`config.mk`:
```
export PLATFORM = sky130hd
export DESIGN_NAME = display_list_player
export DESIGN_NICKNAME = d
export VERILOG_FILES = /design/src/rtl/common_pkg.sv /design/src/rtl/display_list_player.sv
export SDC_FILE = /design/constraint.sdc
export NUM_CORES = 1
export LEC_CHECK = 0
export ABC_AREA = 0
export BUFFER_PORTS_ARGS = -buffer_cell sky130_fd_sc_hd__buf_2
export CORE_MARGIN = 5
export CORE_UTILIZATION = 49
export CTS_CLUSTER_SIZE = 28
export DETAILED_ROUTE_END_ITERATION = 7
export PLACE_DENSITY = 0.82
export SYNTH_ARGS = -nofsm -noshare
export SYNTH_HDL_FRONTEND = slang
export SYNTH_SLANG_ARGS = --single-unit
```
`constraint.sdc`:
```
create_clock -name clk -period 2.1 [get_ports clk]
set_input_delay 0.105 -clock clk [delete_from_list [all_inputs] [get_ports clk]]
set_output_delay 0.105 -clock clk [all_outputs]
set_load 0.01 [all_outputs]
```
`src/rtl/common_pkg.sv`:
```
// Types shared between the display-list player and the rasterizer: the command
// encoding and the packed layout of one display-list memory word.
package common;

    typedef enum logic [2:0] {
        CMD_NOP       = 3'd0,
        CMD_PIXEL     = 3'd1,
        CMD_LINE      = 3'd2,
        CMD_RECT      = 3'd3,
        CMD_FILL_RECT = 3'd4,
        CMD_CLEAR     = 3'd5
    } raster_command_t;

    // One list word, MSB first: last flag, command, two corner points, colour.
    typedef struct packed {
        logic            last;
        raster_command_t command;
        logic [7:0]      x0;
        logic [7:0]      y0;
        logic [7:0]      x1;
        logic [7:0]      y1;
        logic [2:0]      colour;
    } dl_word_t;

endpackage

```
`src/rtl/display_list_player.sv`:
```
// Walks a display list in external memory and hands each command to the
// rasterizer, optionally replaying the list once per video frame.
module display_list_player
    import common::*;
#(
    parameter int ADDR_W = 10
) (
    input  logic                        clk,
    input  logic                        n_rst,
    input  logic                        start,
    input  logic                        abort,
    input  logic                        loop_en,
    input  logic                        frame_start,
    input  logic [ADDR_W-1:0]           list_base,
    output logic [ADDR_W-1:0]           mem_addr,
    input  logic [$bits(dl_word_t)-1:0] mem_data,
    output raster_command_t             command,
    output logic [7:0]                  x0,
    output logic [7:0]                  y0,
    output logic [7:0]                  x1,
    output logic [7:0]                  y1,
    output logic [2:0]                  colour,
    output logic                        execute_request,
    input  logic                        gpu_busy,
    output logic                        dl_busy,
    output logic                        dl_done
);

    typedef enum logic [2:0] {
        S_IDLE,
        S_FETCH,
        S_LATCH,
        S_ISSUE,
        S_WAIT_ACK,
        S_WAIT_DONE,
        S_FRAME_WAIT
    } state_t;

    state_t            state_q, state_d;
    logic [ADDR_W-1:0] base_q, base_d;
    logic [ADDR_W-1:0] addr_q, addr_d;
    dl_word_t          ops_q, ops_d;
    logic              abort_pend_q, abort_pend_d;

    dl_word_t mem_word;
    logic     cmd_done;
    logic     abort_hit;
    logic     start_ok;

    assign mem_word  = dl_word_t'(mem_data);
    assign cmd_done  = (state_q == S_WAIT_DONE) && !gpu_busy;
    assign abort_hit = abort || abort_pend_q;
    assign start_ok  = (state_q == S_IDLE) && start && !abort;

    // State and datapath registers. Memory data is registered in the operand
    // register, so clearing it on reset is cheap and keeps outputs clean.
    always_ff @(posedge clk) begin
        // NOTE: sequential state uses non-blocking assignments only, so every
        // flop samples the values from before this edge.
        if (!n_rst) begin
            state_q      <= S_IDLE;
            base_q       <= '0;
            addr_q       <= '0;
            ops_q        <= '0;
            abort_pend_q <= 1'b0;
        end else begin
            state_q      <= state_d;
            base_q       <= base_d;
            addr_q       <= addr_d;
            ops_q        <= ops_d;
            abort_pend_q <= abort_pend_d;
        end
    end

    // Next-state logic.
    always_comb begin
        // NOTE: default first so every path assigns state_d and no latch forms.
        state_d = state_q;
        unique case (state_q)
            S_IDLE:       if (start_ok) state_d = S_FETCH;
            S_FETCH:      state_d = abort ? S_IDLE : S_LATCH;
            S_LATCH:      state_d = abort ? S_IDLE : S_ISSUE;
            S_ISSUE: begin
                if (abort)          state_d = S_IDLE;
                else if (!gpu_busy) state_d = S_WAIT_ACK;
            end
            S_WAIT_ACK:   if (gpu_busy) state_d = S_WAIT_DONE;
            S_WAIT_DONE: begin
                if (!gpu_busy) begin
                    if (abort_hit)       state_d = S_IDLE;
                    else if (!ops_q.last) state_d = S_FETCH;
                    else if (loop_en)    state_d = S_FRAME_WAIT;
                    else                 state_d = S_IDLE;
                end
            end
            S_FRAME_WAIT: begin
                if (abort || !loop_en) state_d = S_IDLE;
                else if (frame_start)  state_d = S_FETCH;
            end
            default:      state_d = S_IDLE;
        endcase
    end

    // Address, operand and pending-abort registers. The address register is
    // loaded on the way into FETCH so the read is already presented in FETCH.
    always_comb begin
        base_d       = base_q;
        addr_d       = addr_q;
        ops_d        = ops_q;
        abort_pend_d = abort_pend_q;

        if (start_ok) begin
            base_d = list_base;
            addr_d = list_base;
        end

        if (state_q == S_LATCH) ops_d = mem_word;

        if ((state_q == S_WAIT_ACK || state_q == S_WAIT_DONE) && abort)
            abort_pend_d = 1'b1;

        if (cmd_done) begin
            abort_pend_d = 1'b0;
            if (!abort_hit && !ops_q.last) addr_d = addr_q + ADDR_W'(1);
        end

        if (state_q == S_FRAME_WAIT && loop_en && frame_start && !abort)
            addr_d = base_q;
    end

    // Outputs. An abort arriving in ISSUE suppresses the request in that cycle.
    always_comb begin
        execute_request = (state_q == S_ISSUE) && !gpu_busy && !abort;
        dl_done         = cmd_done && ops_q.last && !abort_hit;
        dl_busy         = (state_q != S_IDLE);
    end

    assign mem_addr = addr_q;
    assign command  = ops_q.command;
    assign x0       = ops_q.x0;
    assign y0       = ops_q.y0;
    assign x1       = ops_q.x1;
    assign y1       = ops_q.y1;
    assign colour   = ops_q.colour;

endmodule

```
Yosys cells after proc, flatten, opt, wreduce, memory -nomap -nowiden
Index checks and enable logic that the tools add are counted.
{ "word_totals": {"input_bits": 56, "ff_bits": 63, "out_inout_bits": 51, "elab_cells": 65} }
{ "classes": {"n_reduce_logical": 24, "bitwise": 1, "eq_ne": 11, "n_mux": 17, "add_sub_neg": 1} }
{ "ops": {"columns": ["cell", "n"], "rows": [
  ["two-way mux 10 bit", 4],
  ["two-way mux 3 bit", 10],
  ["one-hot mux 3 bit (7 select lines)", 1],
  ["logical AND 1 bit", 12],
  ["adder 10 x 1 -> 10 bit, second input constant", 1],
  ["== test 3 bit, second input constant", 3],
  ["== test 3 x 2 -> 1 bit, second input constant", 2],
  ["inequality test 2 bit, second input constant", 3],
  ["inequality test 3 bit, second input constant", 2],
  ["logical NOT 1 bit", 5],
  ["AND reduction 5 bit", 1],
  ["two-way mux 2 bit", 2],
  ["== test 3 x 1 -> 1 bit, second input constant", 1],
  ["logical NOT 3 bit", 1],
  ["logical OR 1 bit", 3],
  ["nonzero test 3 bit", 1],
  ["OR reduction 2 bit", 1],
  ["inverter 1 bit", 1]
]} }

Longest topological paths before layout
Gate-level depths: netlist (run 1).
{ "depth": {"ltp_word": 7, "ltp_mapped": 8, "mapped_depth_nobuf": 6} }

Worst setup path after synthesis (run 1)
No wires, ideal clock.
{ "synth_timing": {"path_type": "register to register", "startpoint": "reg abort_pend_q", "endpoint": "reg addr_q[1], in the netlist mem_addr[1]", "path_buffers": 1, "slack_ns": 0.504, "synth_period_minus_slack_ns": 1.596, "required_time_ns": 1.984, "arrival_ns": 1.480, "path_stages_with_launch": 7, "setup_ns": 0.116, "path_cell_list": "dfxtp_1 -> or3_4 -> or3_1 -> buf_6 -> nor2_1 -> a311oi_1 -> a31o_2"} }
{ "synth_via": {"elab_chain_len": 6} }
{ "synth_rtl": {"columns": ["item", "line_no", "rtl"], "rows": [
  ["from (decl)", "display_list_player.sv:43", "logic abort_pend_q, abort_pend_d;"],
  ["from (signal assigned)", "display_list_player.sv:71", "abort_pend_q <= abort_pend_d;"],
  ["logical OR 1 bit", "display_list_player.sv:52", "assign abort_hit = abort || abort_pend_q;"],
  ["logical NOT 1 bit", "display_list_player.sv:124", "if (!abort_hit && !ops_q.last) addr_d = addr_q + ADDR_W'(1);"],
  ["logical AND 1 bit", "display_list_player.sv:124", null],
  ["two-way mux 10 bit", "display_list_player.sv:124", null],
  ["two-way mux 10 bit", "display_list_player.sv:122", "if (cmd_done) begin"],
  ["two-way mux 10 bit", "display_list_player.sv:127", "if (state_q == S_FRAME_WAIT && loop_en && frame_start && !abort)"],
  ["to (signal assigned)", "display_list_player.sv:69", "addr_q <= addr_d;"],
  ["to (decl)", "display_list_player.sv:41", "logic [ADDR_W-1:0] addr_q, addr_d;"]
]} }
Every way passes these cells.
A chain may end at the register's enable or synchronous reset.

Worst setup path in the final report (run 1)
{ "layout_timing": {"startpoint": "reg state_q[0]", "endpoint": "reg addr_q[1], in the netlist mem_addr[1]"} }
{ "layout_via": {"elab_chain_len": 7, "word_cells_on_any_way": 13, "classes_between": "eq/ne (2); mux (4); reduce/logical (7)"} }
{ "layout_rtl": {"columns": ["item", "line_no", "rtl"], "rows": [
  ["from (decl)", "display_list_player.sv:39", "state_t state_q, state_d;"],
  ["from (signal assigned)", "display_list_player.sv:67", "state_q <= state_d;"],
  ["logical NOT 3 bit", "display_list_player.sv:53", "assign start_ok = (state_q == S_IDLE) && start && !abort;"],
  ["logical AND 1 bit (2 in a row)", "display_list_player.sv:53", null],
  ["two-way mux 10 bit", "display_list_player.sv:112", "if (start_ok) begin"],
  ["two-way mux 10 bit", "display_list_player.sv:124", null],
  ["two-way mux 10 bit", "display_list_player.sv:122", null],
  ["two-way mux 10 bit (*)", "display_list_player.sv:127", null]
]} }
Mark *: on every way between the ends. The rest lies on a longest branch, timed or not.

==> results of run 1 <==
[synthesized netlist by cell type (all sizes together), types with 2 or more instances]
| cell | count | area share |
|---|---|---|
| o2111ai | 2 | 0.0059 |
| nor2b | 3 | 0.0064 |
| o21ai | 8 | 0.014 |
| dfxtp | 63 | 0.43 |
| and4 | 2 | 0.0059 |
| a21oi | 59 | 0.10 |
| and3 | 2 | 0.0042 |
| inv | 2 | 0.0025 |
| nand2b | 5 | 0.011 |
| a31oi | 6 | 0.013 |
| a22o | 2 | 0.0059 |
| nor2 | 8 | 0.010 |
| xor2 | 3 | 0.0089 |
| o2111a | 2 | 0.0076 |
| a211oi | 2 | 0.0051 |
| buf | 48 | 0.12 |
| or2 | 3 | 0.0064 |
| nand3 | 4 | 0.0068 |
| clkbuf | 14 | 0.018 |
| nand2 | 109 | 0.14 |
| nor3 | 5 | 0.010 |
| or3 | 4 | 0.010 |
| nand4 | 7 | 0.015 |
[cells by family (layout without fill, tap and decap cells)]
logic type	Yosys count	in the layout	synth area share
adders and majority gates	1	1	0.00425
AOI/OAI and AO/OA	90	90	0.178
xor gates and xnor gates	3	3	0.00892
muxes	1	1	0.00382
and+or+nand+nor	156	156	0.239
DFF	63	63	0.428
buffers and inverters	64	138	0.138
[routing by layer]
layer,vias up,track usage,part of all wire
li1,1388,-,-
met1,1247,0.238,0.42
met2,114,0.308,0.46
met3,10,0.0527,0.10
met4,0,0.0558,0.013
met5,-,0,0
[how the worst min path moves through the flow]
| stage | end | cells after the start | slack (ns) | from |
|---|---|---|---|---|
| floorplan | base_q[6] | 2 | 0.24 | list_base[6] |
| finish | colour[0] | 3 | 0.01 | mem_data[0] |
| global route | x1[4] | 3 | 0.006 | mem_data[15] |
| detailed placement | x1[6] | 3 | 0.35 | mem_data[17] |
| global placement | y0[5] | 3 | 0.35 | mem_data[24] |
| CTS | x0[5] | 3 | 0.0009 | mem_data[32] |
[layout by cell type, fill, tap and decap left out, types with 2 or more instances in the layout]
master	instances
a211oi_1	2
a21oi_1	59
a22o_1	2
a31oi_1	6
and3_1	2
and4_1	2
buf_2	106
buf_4	5
clkbuf_8	10
clkinv_2	3
clkinvlp_4	2
dfxtp_1	63
dlygate4sd3_1	8
nand2_1	109
nand2b_1	5
nand3_1	4
nand4_1	7
nor2_1	7
nor2b_1	3
nor3_1	4
o2111a_1	2
o2111ai_1	2
o21ai_0	6
o21ai_1	2
or2_2	3
or3_1	3
xor2_1	3
[repair_timing]
item | in CTS | in global routing
hold buffers | 6 | 2
setup buffers | 0 | 0
hold endpoints to repair | 6 | 2
[metrics by stage]
step / cell area, sq um / total power, uW / std cells / hold slack (ns)
5_1_grt: 3510 / 2760 / 527 / 0.00625
4_1_cts: 3490 / 2650 / 525 / 0.000886
6_report: 3510 / 2630 / 527 / 0.0128
3_3_place_gp: 3230 / 1590 / 503 / 0.346
2_1_floorplan: 2950 / 1500 / 378 / 0.241
3_5_place_dp: 3230 / 1600 / 503 / 0.350
[sequential cells by signal (all words and copies together), names as in the netlist]
| signal | flops |
|---|---|
| colour | 3 |
| y0 | 8 |
| state_q | 3 |
| abort_pend_q | 1 |
| base_q | 10 |
| y1 | 8 |
| command | 3 |
| mem_addr | 10 |
| x0 | 8 |
| ops_q | 1 |
| x1 | 8 |
[where the power goes]
group	switching, uW	total, uW	internal, uW	leakage (uW)
combinational	167	305	138	0.000886
sequential	45.4	1290	1240	0.000510
clock	465	1040	574	0.0000981
total	677	2630	1950	0.00149
[area by class of cell]
cell class / instances / area, sq um
clock buffers: 10 / 138
fillers: 550 / 2380
multi-input cells: 251 / 1280
well taps: 75 / 93.8
flip-flops and latches: 63 / 1260
clock inverters: 6 / 60.1
inverters: 2 / 7.51
repair buffers: 120 / 668
[worst max-delay path, stage by stage, from the launching register on]
cell	delay [ns]
dfxtp_1	0.56
nand2b_1	0.18
or3_1	0.57
nor2_1	0.15
a311oi_1	0.06
a31o_2	0.23
==> key figures, run 1 <==
Floorplanning
  – Chip Height: 87.5 microns
  – Die area: 0.00766 sq mm
  – Die width: 87.5 microns
  – Io pins: 107
  – Site Rows: 28
  – Initial Utilization: 0.501
  – Core Area: 0.00589 sq mm

Global routing
  – Total gr overflow: 0
  – Initial antenna violation count: 0
  – GRT Util Overall: 0.187
  – Vias in the first global route: 2,547
  – Largest net degree at the start of global routing: 40
  – First-pass GRT wire length: 11,600 microns

STA
  – Fin Clk Skew: 0.0101 ns
  – TNS Setup: 0 ns
  – Final clock period utilization by the worst path: 0.875
  – Final setup fails: 0
  – Slew HR: 0.514
  – Slew @ Worst Pin: 0.729 ns
  – Max Clk Rate: 544 MHz
  – Fin crit period: 1.84 ns
  – Final Worst Setup Slack: 0.263 ns
  – Final Slew Violations: 0
  – RSZ-0062 raised after global routing: false
  – Fin. Hold Viols: 0

Clock network
  – Clk root buf: clkbuf_8
  – Post_cts resized: 0
  – Clock tree buffer depth: 2
  – Clock Latency Late Sink: 0.33 ns
  – CTS sink count: 63
  – CTS buffer count: 9
  – Clock Pin Slew Worst Setup and Hold Paths: 0.07 ns
  – CTS tree: yes
  – H-tree depth: 3

Placement
  – Detailed placement HPWL: 4890 microns
  – DP Worst Slack: 0.283 ns
  – RePlAce Congestion: 0.823
  – IO buf count: 106

Final layout
  – Share of layout cells above drive strength 1: 0.308
  – Area Growth Syn to Fin: 19.1%
  – Diode count: 0
  – Final nets: 504
  – Post-Route Utilization: 0.596

Synth
  – Synth Area per Inst: 7.80 sq um
  – Post-synthesis sequential area ratio: 0.428
  – #FFs+latches synth: 63
  – Syn Nets: 435
  – Mapped cell area: 0.00295 sq mm
  – Asr flop ratio synth: 0
  – Number of enable flip-flop cells after synthesis: 0
  – Ys flop type: dfxtp_1
  – Cells after synthesis: 378
  – Yosys cell types: 45
  – Synth warnings: 0

Power
  – Pwr/cell area: 749 mW/mm^2
  – Peak VDD IR: 0.390 mV
  – Leakage power: 0.00149 uW

Setup path
  – Reg2Reg Depth: 5
  – Crit Path Category: reg2reg
  – Flop2flop setup slack: 0.26 ns
  – RR Endpoint: mem_addr[1]
  – Req. time, crit path: 2.33 ns
  – Reg-to-Reg Start: state_q[0]
  – Crit path to: mem_addr[1]
  – CP endpoint kind: register
  – Worst Setup Start Kind: register
  – CP startpoint: state_q[0]
  – Critical path fanouts, max: 13
  – Crit path DAT: 2.07 ns

Flow run
  – Max cap viols: 0

Detailed routing
  – Iter 0 DRT Violations: 155
  – Vias/cell: 5.24
  – Final WL: 7220 microns
  – Vias: 2,759
  – DRC viols: 0
  – Detailed Routing Iterations Pass 1: 4
  – WL per Instance: 13.7 microns
  – Antenna viol nets, final: 0

Status
  – Status: complete, no violations

Hold path
  – HP Class: in2reg
Note: power is estimated with default switching activity, not from simulation.
==> run 2, diff against run 1 <==
ABC_AREA = 1   (was 0)
CORE_UTILIZATION = 50   (was 49)
PLACE_DENSITY = 0.83   (was 0.82)
==> run 2 against run 1 <==
Design area rose by 3.5%. Sequential power rose by 29%. Global-route usage rose by 1.9 points. Area after synthesis rose by 6.4%. Flip-flop and latch count did not move. Via count rose by 12%. Cell count rose by 10%. Clock power rose by 4%. Die area rose by 3.8%. Clock skew barely moved. Critical endpoint is now mem_addr[2].
==> key figures, run 2 <==
Status
  – Status: complete, no violations

STA
  – Max Clk Rate: 584 MHz
  – Fin Clk Skew: 0.0100 ns
  – Fin. Hold Viols: 0
  – Final clock period utilization by the worst path: 0.816
  – Final setup fails: 0
  – Slew HR: 0.632
  – RSZ-0062 raised after global routing: false
  – Final Slew Violations: 0
  – Slew @ Worst Pin: 0.550 ns
  – Fin crit period: 1.71 ns
  – TNS Setup: 0 ns

Hold path
  – HP Class: in2reg

Setup path
  – Crit Path Category: reg2reg
  – Crit-path leading delay family: simple AND/OR/NAND/NOR gates
  – Critical path fanouts, max: 14
  – Crit path DAT: 1.93 ns
  – Max incr delay on CP: 0.44 ns
  – Req. time, crit path: 2.32 ns
  – Slowest CP cell: dfxtp_1
  – CP endpoint kind: register
  – Worst Setup Start Kind: register
  – CP cell instances: nor2_4, nand3_1, buf_4, nand2_1, nand3_1, nand2_1, a21oi_1
  – Worst Path Buf+Inv: 1

Clock network
  – Clock tree buffer depth: 2
  – Hold-fix buffers, CTS: 0
  – Clk root buf: clkbuf_8
  – Post_cts resized: 0
  – Clock Latency Late Sink: 0.33 ns
  – CTS tree: yes
  – H-tree depth: 3
  – Postcts setup bufs: 0
  – Clock Pin Slew Worst Setup and Hold Paths: 0.07 ns
  – CTS buffer count: 9
  – CTS sink count: 63

Global routing
  – Total gr overflow: 0
  – Largest net degree at the start of global routing: 42
  – Initial antenna violation count: 0
  – First-pass GRT wire length: 12,900 microns
  – GRT Util Overall: 0.206
  – Vias in the first global route: 2,899

Synth
  – Synth Area per Inst: 7.14 sq um
  – Cells after synthesis: 439
  – #FFs+latches synth: 63
  – Asr flop ratio synth: 0
  – Top cell type's share of synthesized area: 0.402
  – Number of enable flip-flop cells after synthesis: 0
  – Yosys cell types: 27
  – Synth warnings: 0
  – Most frequent cell after synthesis: nand2_1
  – Syn Nets: 496
  – Largest area contributor in the netlist: dfxtp_1
  – Mapped cell area: 0.00314 sq mm
  – Post-synth top cells: nand2_1 (110), dfxtp_1 (63), nand3_1 (61), a21oi_1 (58), buf_4 (43)
  – Ys flop type: dfxtp_1
  – Post-synthesis sequential area ratio: 0.402
  – Synth area leaders: dfxtp_1 (40%), nand2_1 (13%), buf_4 (10%)

Final layout
  – Final instance area: 0.00363 sq mm
  – Area Growth Syn to Fin: 15.8%
  – Fillers: 564
  – Final nets: 558
  – Reg area: 0.00126 sq mm
  – Diode count: 0
  – Most common cell after layout, fill and taps aside: nand2_1
  – Most frequent cells in the layout: nand2_1 (110), buf_2 (106), dfxtp_1 (63)
  – Share of layout cells above drive strength 1: 0.283
  – Area of the multi-input gates: 0.00138 sq mm

Detailed routing
  – Final WL: 8100 microns
  – Vias/cell: 5.31
  – Iter 0 DRT Violations: 150
  – Vias: 3,085
  – Detailed Routing Iterations Pass 1: 4
  – WL per Instance: 13.9 microns
  – DRC viols: 0
  – Antenna viol nets, final: 0

Placement
  – IO buf count: 106
  – RePlAce Congestion: 0.900
  – Detailed placement HPWL: 5840 microns
  – Cell Area, Placed: 0.00342 sq mm

Floorplanning
  – Site Rows: 28
  – Die area: 0.00795 sq mm
  – Chip Height: 89.2 microns
  – Initial Utilization: 0.520
  – Die width: 89.2 microns
  – Io pins: 107
  – Core Area: 0.00603 sq mm

Power
  – Pwr/cell area: 1200 mW/mm^2
  – Peak VDD IR: 0.670 mV
  – Leakage power: 0.00163 uW

Flow run
  – Max cap viols: 0
==> run 2: changes by cell type after synthesis, sizes merged, moves of 3 or more <==
cell    previous run  this run
inv                2        17
or3                4         0
o21ai              8        14
nand4              7        11
nand2b             5         0
or2                3         0
nor3               5         0
nor2               8        27
clkbuf            14        10
a31oi              6         1
buf               48        55
nand3              4        62
nor2b              3         0
==> run 2: report_power, final <==
part | internal [uW] | leakage [uW] | switching (uW) | total (uW)
registers | 1450 | 0.000512 | 212 | 1670
logic | 592 | 0.00101 | 1030 | 1620
clock network | 642 | 0.000109 | 441 | 1080
==> run 2: metal layers <==
metal  vias to the layer above  share of wire  global-route usage
li1                       1548              -                   -
met1                      1387           0.42               0.253
met2                       132           0.48               0.326
met3                        18          0.084              0.0608
met4                         0          0.022               0.106
met5                         -              0                   0
==> run 2: tightest hold or removal path, stage by stage <==
cell	delay, ns
buf_2	0.09
nand3_1	0.07
a21oi_1	0.06
==> run 2: final timing paths <==
check / start / depth (start not counted) / endpoint / slack, ns
setup / recovery: state_q[2] / 7 / mem_addr[2] / 0.39
setup reg to reg: state_q[2] / 7 / mem_addr[2] / 0.39
hold reg to reg: y0[5] / 2 / y0[5] / 0.46
hold / removal: mem_data[20] / 3 / y0[1] / 0.04
==> run 2: layout make-up <==
| type | count | share of cell area |
|---|---|---|
| sequential | 63 | 0.347 |
| tap | 75 | 0.0258 |
| clock inverter | 3 | 0.0110 |
| multi-input combinational | 293 | 0.381 |
| inverter | 18 | 0.0186 |
| timing repair buffer | 116 | 0.170 |
| clock buffer | 13 | 0.0465 |
==> run 2: cells by family (layout without fill, tap and decap cells) <==
logic type	after synthesis	count (layout)	share of synthesized area
flip-flops	63	63	0.402
AND/OR/NAND/NOR	215	215	0.309
buffers and inverters	83	150	0.157
AO/OA/AOI/OAI	75	75	0.122
XOR/XNOR	2	2	0.00559
adder cells (fa/ha/maj)	1	1	0.00399
==> run 2: per-stage QoR <==
step           hold slack [ns]  instances  power (uW)  setup slack, ns  utilization
6_report                0.0435        581        4370            0.387        0.603
5_1_grt                 0.0350        581        4680            0.291        0.603
4_1_cts                 0.0220        581        4400            0.411        0.603
2_1_floorplan            0.243        439        3000            0.806            -
3_3_place_gp             0.369        565        3260            0.419        0.568
3_5_place_dp             0.382        565        3300            0.428        0.568
==> run 3, diff against run 2 <==
ABC_AREA = 0   (was 1)
CORE_UTILIZATION = 49   (was 50)
PLACE_DENSITY = 0.82   (was 0.83)
clock period = 1.7 ns   (was 2.1 ns; I/O delays follow)
==> run 3 against run 2 <==
Sequential power decreased by 5%. Die area decreased by 3.7%. Cell count is 2.4% lower. Clock power grew 74%. Critical endpoint is now mem_addr[4]. Clock skew down 0.0023 ns.
==> key figures, run 3 (same netlist as run 1, synthesis figures left out) <==
STA
  – Final Slew Violations: 0
  – Fin Clk Skew: 0.00767 ns
  – Max Clk Rate: 618 MHz
  – Slew HR: 0.687
  – Fin. Hold Viols: 0
  – Slew @ Worst Pin: 0.469 ns
  – Final clock period utilization by the worst path: 0.952
  – Fin crit period: 1.62 ns
  – TNS Setup: 0 ns
  – Final setup fails: 0

Clock network
  – Clock Pin Slew Worst Setup and Hold Paths: 0.07 ns
  – H-tree depth: 3
  – CTS buffer count: 9
  – Clock tree buffer depth: 2
  – Clock Latency Late Sink: 0.33 ns
  – CTS sink count: 63
  – CTS tree: yes
  – Clk root buf: clkbuf_8

Setup path
  – Crit Path Category: reg2reg
  – Req. time, crit path: 1.98 ns
  – Critical path fanouts, max: 8
  – CP endpoint kind: register
  – Worst Setup Start Kind: register
  – Crit path DAT: 1.89 ns

Floorplanning
  – Initial Utilization: 0.501
  – Die width: 87.5 microns
  – Chip Height: 87.5 microns
  – Core Area: 0.00589 sq mm
  – Site Rows: 28
  – Io pins: 107
  – Die area: 0.00766 sq mm

Detailed routing
  – Antenna viol nets, final: 0
  – Vias: 2,959
  – WL per Instance: 14.3 microns
  – Final WL: 8120 microns
  – Iter 0 DRT Violations: 183
  – DRC viols: 0
  – Detailed Routing Iterations Pass 1: 4
  – Vias/cell: 5.22

Power
  – Peak VDD IR: 0.797 mV
  – Leakage power: 0.00173 uW
  – Pwr Total: 3940 uW
  – Pwr/cell area: 981 mW/mm^2

Global routing
  – Initial antenna violation count: 0
  – GRT Util Overall: 0.212
  – First-pass GRT wire length: 12,900 microns
  – Total gr overflow: 0
  – Largest net degree at the start of global routing: 40
  – Vias in the first global route: 2,868

Final layout
  – Final instance area: 0.00401 sq mm
  – Area of the multi-input gates: 0.00130 sq mm
  – Area Growth Syn to Fin: 36.1%
  – Non-Filler Instances: 567
  – Share of layout cells above drive strength 1: 0.319
  – Diode count: 0
  – Fillers: 485
  – Most frequent cells in the layout: nand2_1 (109), buf_2 (106), a21oi_1 (59), dfxtp_1 (59), dlygate4sd3_1 (38)
  – Most common cell after layout, fill and taps aside: nand2_1
  – Reg area: 0.00127 sq mm
  – Final nets: 544

Placement
  – Detailed placement HPWL: 5110 microns
  – Placed Cells: 512
  – RePlAce Congestion: 0.869
  – Cell Area, Placed: 0.00330 sq mm
  – IO buf count: 106

Flow run
  – Max cap viols: 0

Hold path
  – HP Class: in2reg

Status
  – Status: complete, no violations
[run 3: path summary, 6_finish.rpt]
path,start,endpoint,slack (ns),cells after the start
min reg2reg,y0[6],y0[6],0.45,2
min,mem_data[33],x0[6],0.01,3
max reg2reg,abort_pend_q,mem_addr[4],0.08,5
max,abort_pend_q,mem_addr[4],0.08,5
[run 3: stage by stage]
stage	worst slack (ns)	hold slack (ns)	util
global route	-0.0131	0.0196	0.682
floorplan	0.104	0.218	-
finish	0.0814	0.0116	0.682
detailed placement	-0.0628	0.331	0.561
CTS	-0.0000613	0.000619	0.676
global placement	0.00330	0.326	0.561
[run 3: critical path: stages (launching register included)]
cell	delay, ns
dfxtp_1	0.31
or3_4	0.40
or3_4	0.44
buf_4	0.16
nand4_1	0.09
o2111a_1	0.17
[run 3: report_power, final]
group | leakage [uW] | switching [uW] | internal (uW) | total [uW]
logic | 0.00107 | 239 | 236 | 475
registers | 0.000512 | 45.2 | 1530 | 1580
clock network | 0.000146 | 574 | 1310 | 1880
total | 0.00173 | 858 | 3080 | 3940
[run 3: what timing repair did]
action,4_1_cts,5_1_grt
setup buffers,0,1
pin swaps,0,3
hold buffers,38,0
hold endpoints to repair,38,0
setup endpoints to repair,13,15
gates resized for setup,2,9
[run 3: layout make-up]
type	count	area share
clock buffers	10	0.0343
clock inverters	6	0.0387
inverters	2	0.00187
multi-input cells	251	0.324
flip-flops and latches	63	0.316
well taps	75	0.0234
repair buffers	160	0.261
[run 3: layer usage]
metal  share of wire  GRT usage  vias to the layer above
met5               0          0                        -
met2            0.48      0.357                      132
met1            0.40      0.251                     1335
li1                -          -                     1469
met4           0.029      0.105                        0
met3           0.089     0.0508                       23
